File: src/rtl/p2s_rr_arbiter.sv
// Round-robin arbiter sharing one parallel-to-serial serializer between N_REQ word sources.
// Optional feature: define P2S_ARB_CNT_EN to add the 16-bit word_cnt handshake counter output.
module p2s_rr_arbiter #(
    parameter int N_REQ     = 4,
    parameter int WIDTH     = 8,
    parameter int BURST_LEN = 4
) (
    input  logic                     clk,
    input  logic                     rst_n,
    input  logic [N_REQ*WIDTH-1:0]   s_din,
    input  logic [N_REQ-1:0]         s_vld,
    output logic [N_REQ-1:0]         s_rdy,
    output logic [WIDTH-1:0]         m_din,
    output logic                     m_vld,
    input  logic                     m_rdy,
    output logic [$clog2(N_REQ)-1:0] gnt_id,
    output logic                     busy
`ifdef P2S_ARB_CNT_EN
    ,
    output logic [15:0]              word_cnt
`endif
);

    localparam int IW = $clog2(N_REQ);
    localparam int CW = $clog2(BURST_LEN + 1);

    typedef enum logic {IDLE, GRANT} state_t;

    state_t            state, state_nxt;
    logic [IW-1:0]     ptr, ptr_nxt, gnt_nxt, pick, off, gnt_inc;
    logic [CW-1:0]     bcnt, bcnt_nxt;
    logic [2*N_REQ-1:0] vld2;
    logic [N_REQ-1:0]  rot;
    logic [IW:0]       sum;
    logic              gvld, hs, last;

    logic [N_REQ-1:0][WIDTH-1:0] din_arr;
    assign din_arr = s_din;

    assign busy  = (state == GRANT);
    assign gvld  = s_vld[gnt_id];
    assign hs    = busy & gvld & m_rdy;
    assign last  = (bcnt == CW'(BURST_LEN - 1));
    assign m_din = din_arr[gnt_id];
    assign m_vld = busy & gvld;

    genvar i;
    generate
        for (i = 0; i < N_REQ; i++) begin : g_rdy
            assign s_rdy[i] = busy & m_rdy & (gnt_id == IW'(i));
        end
    endgenerate

    // Rotate valids so bit 0 is the requester at ptr; lowest set bit is the winner offset.
    always_comb begin
        vld2 = {s_vld, s_vld} >> ptr;
        rot  = vld2[N_REQ-1:0];
        off  = '0;
        for (int k = N_REQ - 1; k >= 0; k--) begin
            if (rot[k]) off = IW'(k);
        end
        sum = {1'b0, ptr} + {1'b0, off};
        if (sum >= (IW+1)'(N_REQ)) sum = sum - (IW+1)'(N_REQ);
        pick = sum[IW-1:0];
    end

    assign gnt_inc = (gnt_id == IW'(N_REQ - 1)) ? '0 : gnt_id + 1'b1;

    always_comb begin
        state_nxt = state;
        gnt_nxt   = gnt_id;
        ptr_nxt   = ptr;
        bcnt_nxt  = bcnt;
        case (state)
            IDLE: begin
                if (|s_vld) begin
                    state_nxt = GRANT;
                    gnt_nxt   = pick;
                    bcnt_nxt  = '0;
                end
            end
            GRANT: begin
                if (!gvld) begin
                    state_nxt = IDLE;
                    ptr_nxt   = gnt_inc;
                    bcnt_nxt  = '0;
                end else if (m_rdy) begin
                    if (last) begin
                        state_nxt = IDLE;
                        ptr_nxt   = gnt_inc;
                        bcnt_nxt  = '0;
                    end else begin
                        bcnt_nxt  = bcnt + 1'b1;
                    end
                end
            end
            default: state_nxt = IDLE;
        endcase
    end

    always_ff @(posedge clk) begin
        if (!rst_n) begin
            state  <= IDLE;
            gnt_id <= '0;
            ptr    <= '0;
            bcnt   <= '0;
        end else begin
            state  <= state_nxt;
            gnt_id <= gnt_nxt;
            ptr    <= ptr_nxt;
            bcnt   <= bcnt_nxt;
        end
    end

`ifdef P2S_ARB_CNT_EN
    always_ff @(posedge clk) begin
        if (!rst_n)  word_cnt <= '0;
        else if (hs) word_cnt <= word_cnt + 16'd1;
    end
`endif

endmodule
File: config.mk
export PLATFORM = sky130hd
export DESIGN_NAME = p2s_rr_arbiter
export DESIGN_NICKNAME = d
export VERILOG_FILES = /design/src/rtl/p2s_rr_arbiter.sv
export SDC_FILE = /design/constraint.sdc
export NUM_CORES = 1
export LEC_CHECK = 0
export CAP_MARGIN = 20
export CORE_AREA = 2 2 45 64
export DETAILED_ROUTE_END_ITERATION = 12
export DIE_AREA = 0 0 47 66
export PLACE_DENSITY = 0.75
export SYNTH_ARGS = -nofsm -noshare
export SYNTH_HDL_FRONTEND = slang
export SYNTH_SLANG_ARGS = --single-unit
File: constraint.sdc
create_clock -name clk -period 3.35 [get_ports clk]
set_input_delay 0.67 -clock clk [delete_from_list [all_inputs] [get_ports clk]]
set_output_delay 0.67 -clock clk [all_outputs]
set_load 0.005 [all_outputs]
# After elaboration in Yosys (flattened, before gate mapping)
# Index checks and enable logic that the tools add are counted.
[word_totals] regBits=8
[classes] n_reduce_logical=5 shifts=1 eq_ne=8 bitwise=7 mux=23 magnitude_cmp=2 n_addsub=4
[ops] cell="2-bit two-way mux" n=9
[ops] cell="8-bit binary-select mux with 2-bit select" n=1
[ops] cell="3-bit two-way mux" n=4
[ops] cell="8-bit two-way mux" n=1
[ops] cell="8-bit by 2-bit >> shifter with 4-bit output" n=1
[ops] cell="1-bit bitwise AND" n=6
[ops] cell="3-bit one-hot mux with 2 select lines" n=1
[ops] cell="1-bit two-way mux" n=5
[ops] cell="2-bit == test (second input constant)" n=2
[ops] cell="2-bit inequality test (second input constant)" n=2
[ops] cell="2-bit AND reduction" n=2
[ops] cell="4-bit OR reduction" n=1
[ops] cell="2-bit by 2-bit adder with 3-bit output" n=1
[ops] cell="3-bit by 1-bit adder with 3-bit output (second input constant)" n=1
[ops] cell="3-bit by 2-bit == test with 1-bit output (second input constant)" n=1
[ops] cell="3-bit >= comparator (second input constant)" n=1
[ops] cell="2-bit by 3-bit less-than comparator with 1-bit output (second input constant)" n=1
[ops] cell="3-bit inequality test (second input constant)" n=1
[ops] cell="3-bit AND reduction" n=1
[ops] cell="2-bit by 1-bit adder with 2-bit output (second input constant)" n=1
[ops] cell="1-bit binary-select mux with 2-bit select" n=1
[ops] cell="2-bit by 1-bit == test with 1-bit output (second input constant)" n=1
[ops] cell="2-bit logical NOT" n=1
[ops] cell="2-bit by 1-bit inequality test with 1-bit output (second input constant)" n=1
[ops] cell="3 further kinds" n=3

# Depth between registers and ports, before layout
[depth] word_depth=8 depth_mapped=11 mapped_depth_nobuf=10

# Worst setup path after synthesis
# No wires, ideal clock.
[synth_timing] kind="input port to output port" startpoint="input s_vld[2]" endpoint="output m_vld" path_stages=3 t_arrival_ns=1.467 n_path_buf=1 required_ns=2.680 slack_ns=1.213 cell_sequence="buf_6 > mux4_2 > and2_4"
[synth_via] elab_chain_len=3
[synth_lines] element="start: declaration" line="11" text="input logic [N_REQ-1:0] s_vld,"
[synth_lines] element="1-bit binary-select mux with 2-bit select" line="41" text="assign gvld = s_vld[gnt_id];"
[synth_lines] element="1-bit two-way mux (implied by the code)" line="41"
[synth_lines] element="1-bit bitwise AND" line="45" text="assign m_vld = busy & gvld;"
[synth_lines] element="end: declaration" line="14" text="output logic m_vld,"
# No other way between the ends. The select of a mux whose other input is x is not followed.

# Worst setup path after layout
[layout_timing] startpoint="input s_vld[3]" endpoint="output m_vld"
# The elaborated chain is that of the path after synthesis.

==> impl_metrics.tcl <==
set metrics [dict create \
    hold_violations 0 \
    ys_types 33 \
    startpoint_type "input port" \
    max_cap_viol_count 0 \
    setup_ws_ps 268 \
    slew-limit-headroom_pct 60.3 \
    r2r_setup_slack_ps 1390 \
    syn_area_sq_um 852 \
    path_class "input port to output port" \
    place_ws_ps 275 \
    wl_per_cell_um 14.5 \
    peakVddDrop_mv 0.151 \
    hold_class "flip-flop to flip-flop" \
    crit_fanout 8 \
    place_congestion 0.798 \
    r2r_start "ptr[0]$_SDFFE_PN0P_" \
    core-area_sq_um 2530 \
    final_antenna_net_count 0 \
    setup_violations 0 \
    worstSetupEndpointType "output port" \
    max_slew.worst_pin.slew_ps 595 \
    synth_edf_count 0 \
    die_h_um 66 \
    p_per_area_nw_per_um2 311 \
    hold_path_end "bcnt[1]$_SDFFE_PN0P_" \
    p_leak_uw 0.000520 \
    grt_pass1_wl_um 4290 \
    initial_core_util_pct 33.6 \
    clock_path_buffers 2 \
    yosys.area_share.adder_pct 8.81 \
    ys_async_sr_fraction_pct 0 \
    final.min_clock_period_ps 3080 \
    ys_seq_area_share_pct 18.8 \
    path_clk_slew_ps 50 \
    arrival_ps 2410 \
    io-pin-count 55 \
    post-dp-hpwl_um 2210 \
    ys_ff_latch 8 \
    rsz0062_at_grt "false" \
    synth-simple-area-share_pct 19.8 \
    firstDrtPassIters 4 \
    cts_hold_buf 0 \
    diodes 0 \
    cts_setup_buffers 0 \
    synth_ff_type "dfxtp_1" \
    viasPerCell 5.12 \
    syn_area_per_cell_sq_um 9.16 \
    synth_mux_area_share_pct 25.0 \
    antenna_found_initial 0 \
    root_buffer "clkbuf_4" \
    cts_resized 0 \
    synth_top_family_by_area "multiplexers" \
    grt_usage_pct 19.1 \
    insertion_delay_ps 250 \
    min_from "bcnt[1]$_SDFFE_PN0P_" \
    status "finished, final reports clean" \
    first_global_vias 974 \
    io_buffers 54 \
    gr-total-overflow 0 \
    drive_gt1_share_pct 12.5 \
    slew_violations 0 \
    h-tree-depth 1 \
    grt_max_degree 15 \
    timing.final.crit_share_pct 92.0 \
    synth_compound_area_share_pct 17.9 \
    die_x_um 47 \
    rows 22 \
    vias 922 \
    fmax_mhz 324 \
    reg2reg_to "gnt_id[1]$_SDFFE_PN0P_" \
    fin_nets 191 \
    ys_warn_count 0 \
    rr_worst_depth 9 \
    syn_inst 93 \
    fin_setup_tns_ps 0 \
    wl_um 2610 \
    drtIter0Drc 21 \
    syn2layout_area_growth_pct 66.2 \
    syn-num-nets 138 \
    die-area_sq_um 3100 \
    drc 0 \
    synth-xor-area-share_pct 1.03 \
    cts_tree "done" \
    cts_made_buffers 3 \
    clock_sinks 8 \
    critPathRequiredTime_ps 2680 \
    finClkSkew_ps 3.50 \
    worstHoldPathCells 2 \
]
[cells in the mapped netlist (all sizes together), types with 2 or more instances]
cell,number,area [sq um]
a211oi,2,20.0
nand3,3,15.0
and3,4,25.0
nor2b,2,12.5
ha,6,75.1
o211ai,4,30.0
buf,5,43.8
nor2,9,33.8
clkbuf,2,7.51
nor3,2,10.0
o21ai,5,25.0
inv,6,22.5
mux4,9,203
dfxtp,8,160
nand2,8,30.0
a21oi,5,28.8
[where the power goes]
part | total, uW | switching, uW | internal [uW]
Combinational | 240 | 82.5 | 158
Sequential | 129 | 24.8 | 104
Clock | 70.7 | 29.9 | 40.8
Total | 440 | 137 | 303
[critical path, cell delays in order]
cell	delay, ps
clkdlybuf4s50_1	530
mux4_2	580
and2_4	190
clkdlybuf4s50_1	430
[worst max path at each step]
| stage | start | end | slack, ps | cells past startpoint |
|---|---|---|---|---|
| floorplan | s_vld[2] | m_vld | 1210 | 3 |
| global placement | s_vld[3] | m_vld | 320 | 4 |
| detailed placement | s_vld[2] | m_vld | 270 | 4 |
| CTS | s_vld[3] | m_vld | 270 | 4 |
| global route | s_vld[1] | m_vld | 210 | 4 |
| finish | s_vld[3] | m_vld | 270 | 4 |
[flip-flops by register name, summed over array words and instances (netlist names)]
name,cells
gnt_id,2
ptr,2
bcnt,3
busy,1
[cells by family (layout without fill, tap and decap cells)]
kind of cell | after synthesis | in the layout
compound gates | 21 | 21
simple gates | 34 | 34
flops | 8 | 8
mux | 10 | 10
fa+ha+maj | 6 | 6
buf+inv | 13 | 64
xor+xnor | 1 | 1
[metrics by stage]
| step | utilization [%] | hold slack, ps | total power [uW] | area, sq um | cells |
|---|---|---|---|---|---|
| finish | 55.9 | 448 | 440 | 1420 | 180 |
| detailed placement | 55.0 | 444 | 374 | 1390 | 177 |
| floorplan | - | 431 | 247 | 852 | 93 |
| global route | 55.9 | 500 | 475 | 1420 | 180 |
| CTS | 55.9 | 450 | 446 | 1420 | 180 |
| global placement | 55.0 | 440 | 363 | 1390 | 177 |
[metal layers]
| layer | wire length [um] | global-route usage (%) | vias up |
|---|---|---|---|
| met5 | 0 | 0 | - |
| met4 | 66 | 7.99 | 0 |
| met3 | 81 | 1.09 | 6 |
| met2 | 1510 | 36.1 | 33 |
| met1 | 954 | 20.2 | 435 |
| li1 | - | - | 448 |
[final cells by class]
cell class / count / area (sq um)
tap: 36 / 45.0
fill: 241 / 1120
clock buffer: 3 / 22.5
multi-input combinational: 72 / 618
timing repair buffer: 55 / 548
inverter: 6 / 22.5
sequential: 8 / 160
[cells in the final DEF (no fill, tap or decap), types with 2 or more instances in the layout]
cell             netlist  layout
a21oi_1                4       4
and3_1                 4       4
clkbuf_4               0       3
clkdlybuf4s50_1        0      54
dfxtp_1                8       8
ha_1                   6       6
inv_1                  6       6
mux4_2                 9       9
nand2_1                8       8
nand3_1                3       3
nor2_1                 9       9
nor2b_1                2       2
nor3_1                 2       2
o211ai_1               4       4
o21ai_0                2       2
o21ai_1                3       3
(Power assumes the default switching activity.)
